===== config.mk =====
export PLATFORM = sky130hd
export DESIGN_NAME = kamikaze_prefetch
export DESIGN_NICKNAME = d
export VERILOG_FILES = /design/src/rtl/kamikaze_prefetch.sv
export SDC_FILE = /design/constraint.sdc
export NUM_CORES = 1
export LEC_CHECK = 0
export CORE_ASPECT_RATIO = 1.5
export CORE_MARGIN = 5
export CORE_UTILIZATION = 49
export DETAILED_ROUTE_END_ITERATION = 16
export GPL_TIMING_DRIVEN = 0
export PLACE_DENSITY = 0.76
export SYNTH_ARGS = -nofsm -noshare
export SYNTH_HDL_FRONTEND = slang
export SYNTH_SLANG_ARGS = --single-unit

===== constraint.sdc =====
create_clock -name clk_i -period 3.23 [get_ports clk_i]
set_clock_uncertainty 0.1 [all_clocks]
set_input_delay 0.646 -clock clk_i [delete_from_list [all_inputs] [get_ports clk_i]]
set_output_delay 0.646 -clock clk_i [all_outputs]
set_load 0.02 [all_outputs]

===== src/rtl/kamikaze_prefetch.sv =====
// Instruction prefetch queue: fetches sequential words from instruction memory
// into a small FIFO ahead of the fetch stage, flushing on branch redirects.
//
// Handshakes:
//   memory side : a word transfers when im_req_o && im_ack_i in the same cycle.
//                 im_addr_o does not move while a request is pending and
//                 unacknowledged; a request may be withdrawn (redirect) before
//                 it is acknowledged.
//   fetch side  : the head word transfers when word_valid_o && word_ready_i.
//                 word_ready_i with an empty queue is ignored.
module kamikaze_prefetch #(
  parameter int          DEPTH      = 4,
  parameter logic [31:0] RESET_ADDR = 32'h0
) (
  input  logic                       clk_i,
  input  logic                       rst_i,
  output logic                       im_req_o,
  output logic [31:0]                im_addr_o,
  input  logic                       im_ack_i,
  input  logic [31:0]                im_data_i,
  output logic [31:0]                word_o,
  output logic [31:0]                word_addr_o,
  output logic                       word_valid_o,
  input  logic                       word_ready_i,
  input  logic                       redirect_i,
  input  logic [31:0]                redirect_pc_i,
  output logic [$clog2(DEPTH):0]     count_o
);

  localparam int PW = $clog2(DEPTH);
  localparam int CW = PW + 1;

  logic [PW-1:0] head_q, head_d;
  logic [PW-1:0] tail_q, tail_d;
  logic [CW-1:0] count_q, count_d;
  logic [31:0]   addr_q, addr_d;
  // Low for the first cycle after reset so no request overlaps reset release.
  logic          run_q, run_d;

  logic [31:0]   data_mem_q [DEPTH];
  logic [31:0]   addr_mem_q [DEPTH];

  logic          push;
  logic          pop;
  logic          unused_pc_bits;

  // The redirect target is word aligned by dropping its low bits.
  assign unused_pc_bits = ^redirect_pc_i[1:0];

  // Request only from registered occupancy so a same-cycle pop cannot
  // open a slot in a full queue.
  assign im_req_o     = run_q && (count_q < CW'(DEPTH)) && !redirect_i;
  assign im_addr_o    = addr_q;
  assign push         = im_req_o && im_ack_i;
  assign word_valid_o = (count_q != '0);
  assign pop          = word_valid_o && word_ready_i && !redirect_i;
  assign count_o      = count_q;

  // Head outputs come only from stored queue state; zero while empty.
  assign word_o      = word_valid_o ? data_mem_q[head_q] : 32'h0;
  assign word_addr_o = word_valid_o ? addr_mem_q[head_q] : 32'h0;

  // Next-state for pointers, occupancy and fetch address; redirect wins.
  always_comb begin
    run_d   = 1'b1;
    head_d  = head_q;
    tail_d  = tail_q;
    count_d = count_q;
    addr_d  = addr_q;
    if (redirect_i) begin
      head_d  = '0;
      tail_d  = '0;
      count_d = '0;
      addr_d  = {redirect_pc_i[31:2], 2'b00};
    end else begin
      if (push) begin
        tail_d = tail_q + PW'(1);
        addr_d = addr_q + 32'd4;
      end
      if (pop) begin
        head_d = head_q + PW'(1);
      end
      case ({push, pop})
        2'b10:   count_d = count_q + CW'(1);
        2'b01:   count_d = count_q - CW'(1);
        default: count_d = count_q;
      endcase
    end
  end

  // Control state register with asynchronous active-low reset.
  always_ff @(posedge clk_i or negedge rst_i) begin
    if (!rst_i) begin
      run_q   <= 1'b0;
      head_q  <= '0;
      tail_q  <= '0;
      count_q <= '0;
      addr_q  <= RESET_ADDR;
    end else begin
      run_q   <= run_d;
      head_q  <= head_d;
      tail_q  <= tail_d;
      count_q <= count_d;
      addr_q  <= addr_d;
    end
  end

  // Queue storage; contents are only observable while counted as valid.
  always_ff @(posedge clk_i) begin
    if (push) begin
      data_mem_q[tail_q] <= im_data_i;
      addr_mem_q[tail_q] <= addr_q;
    end
  end

endmodule


# == Yosys cells after proc, flatten, opt, wreduce, memory -nomap -nowiden ==
# Memories as Yosys holds them, arrays and structs flattened.
# Cells that the tools add are included.
# totals
reg_bits,40
ramBits,256
input_bits,69
out_inout_bits,101
wordCells,37
mem_count,2
# classes
add_sub_neg,5
order_cmp,1
eq_ne,2
muxes,12
n_reduce_logical,10
# mem_list
memory,depth,word_bits,read_ports,rd_clocked_by_memory_dff,wr,line_no,text
addr_mem_q,4,32,1,0,1,41,logic [31:0] addr_mem_q [DEPTH];
data_mem_q,4,32,1,0,1,40,logic [31:0] data_mem_q [DEPTH];
# ops
operator,n
two-way mux 32 bit,4
"adder 32 x 3 -> 32 bit, second input constant",1
two-way mux 2 bit,4
one-hot mux 3 bit (2 select lines),1
nonzero test 3 bit,2
logical AND 1 bit,5
"adder 2 x 1 -> 2 bit, second input constant",2
nonzero test 2 bit,2
"adder 3 x 1 -> 3 bit, second input constant",1
"less-than comparator 3 bit, second input constant",1
two-way mux 3 bit,1
"subtractor 3 x 1 -> 3 bit, second input constant",1
"== test 2 x 1 -> 1 bit, second input constant",1
"== test 2 bit, second input constant",1
two-way mux 1 bit,2
logical NOT 1 bit,1

# == Logic depth before layout (Yosys ltp) ==
# logic_depth
depth_word,7
mapped_depth,8
ltp_nobuf,6

# == Worst setup path after synthesis ==
# Ideal clock, no wire load.
# synth_path
path_type,input -> register
start,input im_ack_i
end,"memory addr_mem_q[0][10], enable pin"
setup_ns,0.427
t_arrival_ns,2.884
required_ns,2.703
path_slack_ns,-0.181
stages,4
n_path_buf,2
cell_sequence,and3b_1 > clkbuf_1 > clkbuf_1 > and3_1
# synth_between
elab_chain_cells,3
# synth_lines
item,line_no,text
"start, declared",19,"input logic im_ack_i,"
logical AND 1 bit,54,assign push = im_req_o && im_ack_i;
two-way mux 1 bit,110,if (push) begin
two-way mux 1 bit (implied by the code),112,addr_mem_q[tail_q] <= addr_q;
"end, declared",41,
# No other way between the ends.

# == Worst setup path in the final report ==
# layout_path
start,register head_q[0]
end,output word_addr_o[7]
# layout_between
elab_chain_cells,2
# layout_lines
item,line_no,text
"start, declared",33,"logic [PW-1:0] head_q, head_d;"
"start signal, assigned",95,head_q <= '0;
"start signal, assigned",101,head_q <= head_d;
memory (4 x 32 bit),-,
two-way mux 32 bit,61,assign word_addr_o = word_valid_o ? addr_mem_q[head_q] : 32'h0;
"end, declared",22,"output logic [31:0] word_addr_o,"
# No other way between the ends.

==> results.py <==
metrics = {
    "setup_path": {
        "rrSetupSlack_ns": 0.25,
        "worst_r2r_endpoint": "count_o[2]",
        "worstSetupPathType": "reg -> out",
        "critPathRequiredTime_ns": 2.48,
        "crit_path_start_kind": "register",
        "rr_startpoint": "count_o[2]",
        "crit_fanout": 10,
        "reg2reg_depth": 7,
        "setup.worst_path.end_class": "output pin",
        "cp.arrival_ns": 2.33,
    },
    "cells_and_area": {
        "fin_cells": 1198,
        "syn2layout_area_growth_pct": 26.71,
        "final_cell_area_um2": 14710,
        "final_nets": 934,
        "num_antenna_cells": 0,
        "final_util": 0.6240,
        "drive_above_1_share": 0.1706,
    },
    "routing": {
        "wl_um": 24710,
        "drt-initial-drc-count": 459,
        "drt-wirelength-per-cell_um": 20.62,
        "firstDrtPassIters": 5,
        "ant_nets": 0,
        "drc": 0,
        "viasPerCell": 5.509,
        "via_count": 6600,
    },
    "global_route": {
        "antenna_found_initial": 0,
        "grt_pass1_wl_um": 38700,
        "grt_max_degree": 45,
        "grt.total_usage": 0.1861,
        "overflow": 0,
        "grt_pass1_vias": 6901,
    },
    "sta": {
        "hold_viol": 0,
        "fin_crit_sh": 0.9527,
        "whs_ns": 0.1517,
        "relSlewSlack": 0.4105,
        "slew_viol_final": 0,
        "rsz0062_at_grt": "false",
        "fmax_mhz": 325.0,
        "setup_tns_ns": 0,
        "setup_viol": 0,
        "tightest_slew_ns": 0.8843,
        "layout_setup_ws_ns": 0.1529,
        "period_needed_ns": 3.077,
    },
    "placement": {
        "dpl.cell_count": 1145,
        "io_buffers": 162,
        "dp_hpwl_um": 16070,
        "placed_area_um2": 13760,
        "globalplace.congestion": 0.8441,
        "dp_slack_ns": -0.3685,
    },
    "clock_tree": {
        "hold_buffers": 0,
        "clk_latency_ns": 0.52,
        "cts_root_buffer": "clkbuf_16",
        "cts_made_buffers": 26,
        "cts_tree": "built",
        "clk_transition_reported_paths_ns": 0.07,
        "htreeDepth": 1,
        "clock-sinks": 286,
        "clock_path_buffers": 3,
    },
    "die": {
        "die_h_um": 198.5,
        "coreArea_um2": 23570,
        "pin_count": 170,
        "die_w_um": 135.7,
        "start_util": 0.4924,
        "rows": 69,
        "die-area_um2": 26930,
    },
    "synth": {
        "synth-seq-cells": 286,
        "synthCells": 657,
        "synth-seq-area-share": 0.7236,
        "synth.avg_cell_area_um2": 17.67,
        "async_reset_ff_frac": 0.1329,
        "synth_edf_count": 248,
        "synth_area_um2": 11610,
        "synth_area_leader_cell": "edfxtp_1",
        "ys_warn_count": 0,
        "yosys-top-cells-area": "edfxtp_1 64%, mux4_2 12%, dfrtp_1 8.2%",
        "ys_top_cells_by_count": "248 x edfxtp_1, 66 x and2_1, 62 x mux4_2, 38 x dfrtp_1",
        "synthMostInstantiatedCell": "edfxtp_1",
        "synthFlopType": "edfxtp_1",
        "ys_types": 41,
        "synth_top_area_frac": 0.6417,
    },
    "pwr": {
        "p_comb_frac": 0.318,
        "internal-power_mw": 7.573,
        "p_sw_frac": 0.3068,
        "p_clk_frac": 0.280,
        "peakVddDrop_mv": 0.5763,
        "pwr-share-seq": 0.402,
        "switchingPower_mw": 3.351,
        "report.power.total_mw": 10.92,
        "leakagePower_nw": 5.105,
        "power.density_nw_per_um2": 742.8,
    },
    "outcome": {
        "status": "completed",
    },
    "hold_path": {
        "hold_path.class": "in -> async",
    },
    "flow_run": {
        "cap_violations": 0,
    },
}
[registers in the layout, summed over array words and instances (netlist names)]
register    flops
addr_mem_q    120
count_o         3
data_mem_q    128
head_q          2
im_addr_o      30
run_q           1
tail_q          2
[cell families (layout without fill, tap and decap cells)]
kind of cell | Yosys count | in the layout | synth area share
other cells | 2 | 5 | 0.0006471
mux | 64 | 64 | 0.1220
fa+ha+maj | 6 | 6 | 0.007115
flops | 286 | 286 | 0.7236
simple gates | 187 | 188 | 0.09056
xor+xnor | 13 | 13 | 0.009810
buf+inv | 47 | 265 | 0.01790
compound gates | 52 | 52 | 0.02835
[how the worst max path moves through the flow]
stage	depth (start not counted)	endpoint	slack [ns]	startpoint
6_report	5	word_addr_o[7]	0.15	head_q[0]
5_1_grt	8	count_o[2]	0.03	im_ack_i
3_5_place_dp	5	word_addr_o[17]	-0.37	head_q[0]
4_1_cts	4	word_o[1]	0.02	head_q[1]
3_3_place_gp	5	data_mem_q[3][27]	-0.95	im_ack_i
2_1_floorplan	4	addr_mem_q[0][10]	0.50	im_ack_i
[area by class of cell]
cell class | count | area [um^2]
Sequential cell | 286 | 8404
Clock buffer | 35 | 745.7
Buffer | 37 | 226.5
Tap cell | 319 | 399.1
Multi-Input combinational cell | 328 | 3048
Clock inverter | 13 | 121.4
Inverter | 7 | 26.28
Fill cell | 1702 | 8862
Timing Repair Buffer | 173 | 1735
[worst max-delay path, stage by stage (launching register included)]
cell,delay [ns]
dfrtp_4,0.44
buf_12,0.14
buf_6,0.19
mux4_2,0.54
and2_1,0.17
dlygate4sd2_1,0.31
[cells in the final DEF, fill, tap and decap left out, types with 14 or more instances in the layout]
cell               n
clkbuf_16         27
dfrtp_1           35
nand2_1           28
nor2_1            25
a31oi_1           17
o21ai_0           16
edfxtp_1         248
clkdlybuf4s50_1  100
clkbuf_1          20
mux4_2            62
and2_1            66
dlygate4sd2_1     59
nand4_1           14
[power by group through the flow]
stage	sequential (mW)	clock [mW]	combinational (mW)
global placement	4.42	0	3.74
finish	4.39	3.06	3.47
detailed placement	4.43	0	3.77
CTS	4.39	3.12	3.56
floorplan	4.44	0	2.03
global route	4.41	3.28	3.75
[layer usage]
metal / GRT usage / share of wire / routed length, um
met1: 0.2354 / 0.39 / 9527
met2: 0.3395 / 0.54 / 13310
met3: 0.02682 / 0.057 / 1407
met4: 0.04408 / 0.018 / 456
met5: 0 / 0 / 0
[timing repair]
action	in CTS	in global routing
endpoints found under the hold margin	0	0
cloned	1	0
setup buffers	5	2
pin swaps	1	0
endpoints found under the setup margin	63	2
resized for setup	90	2
No activity file was read; power rests on OpenSTA's default activity.
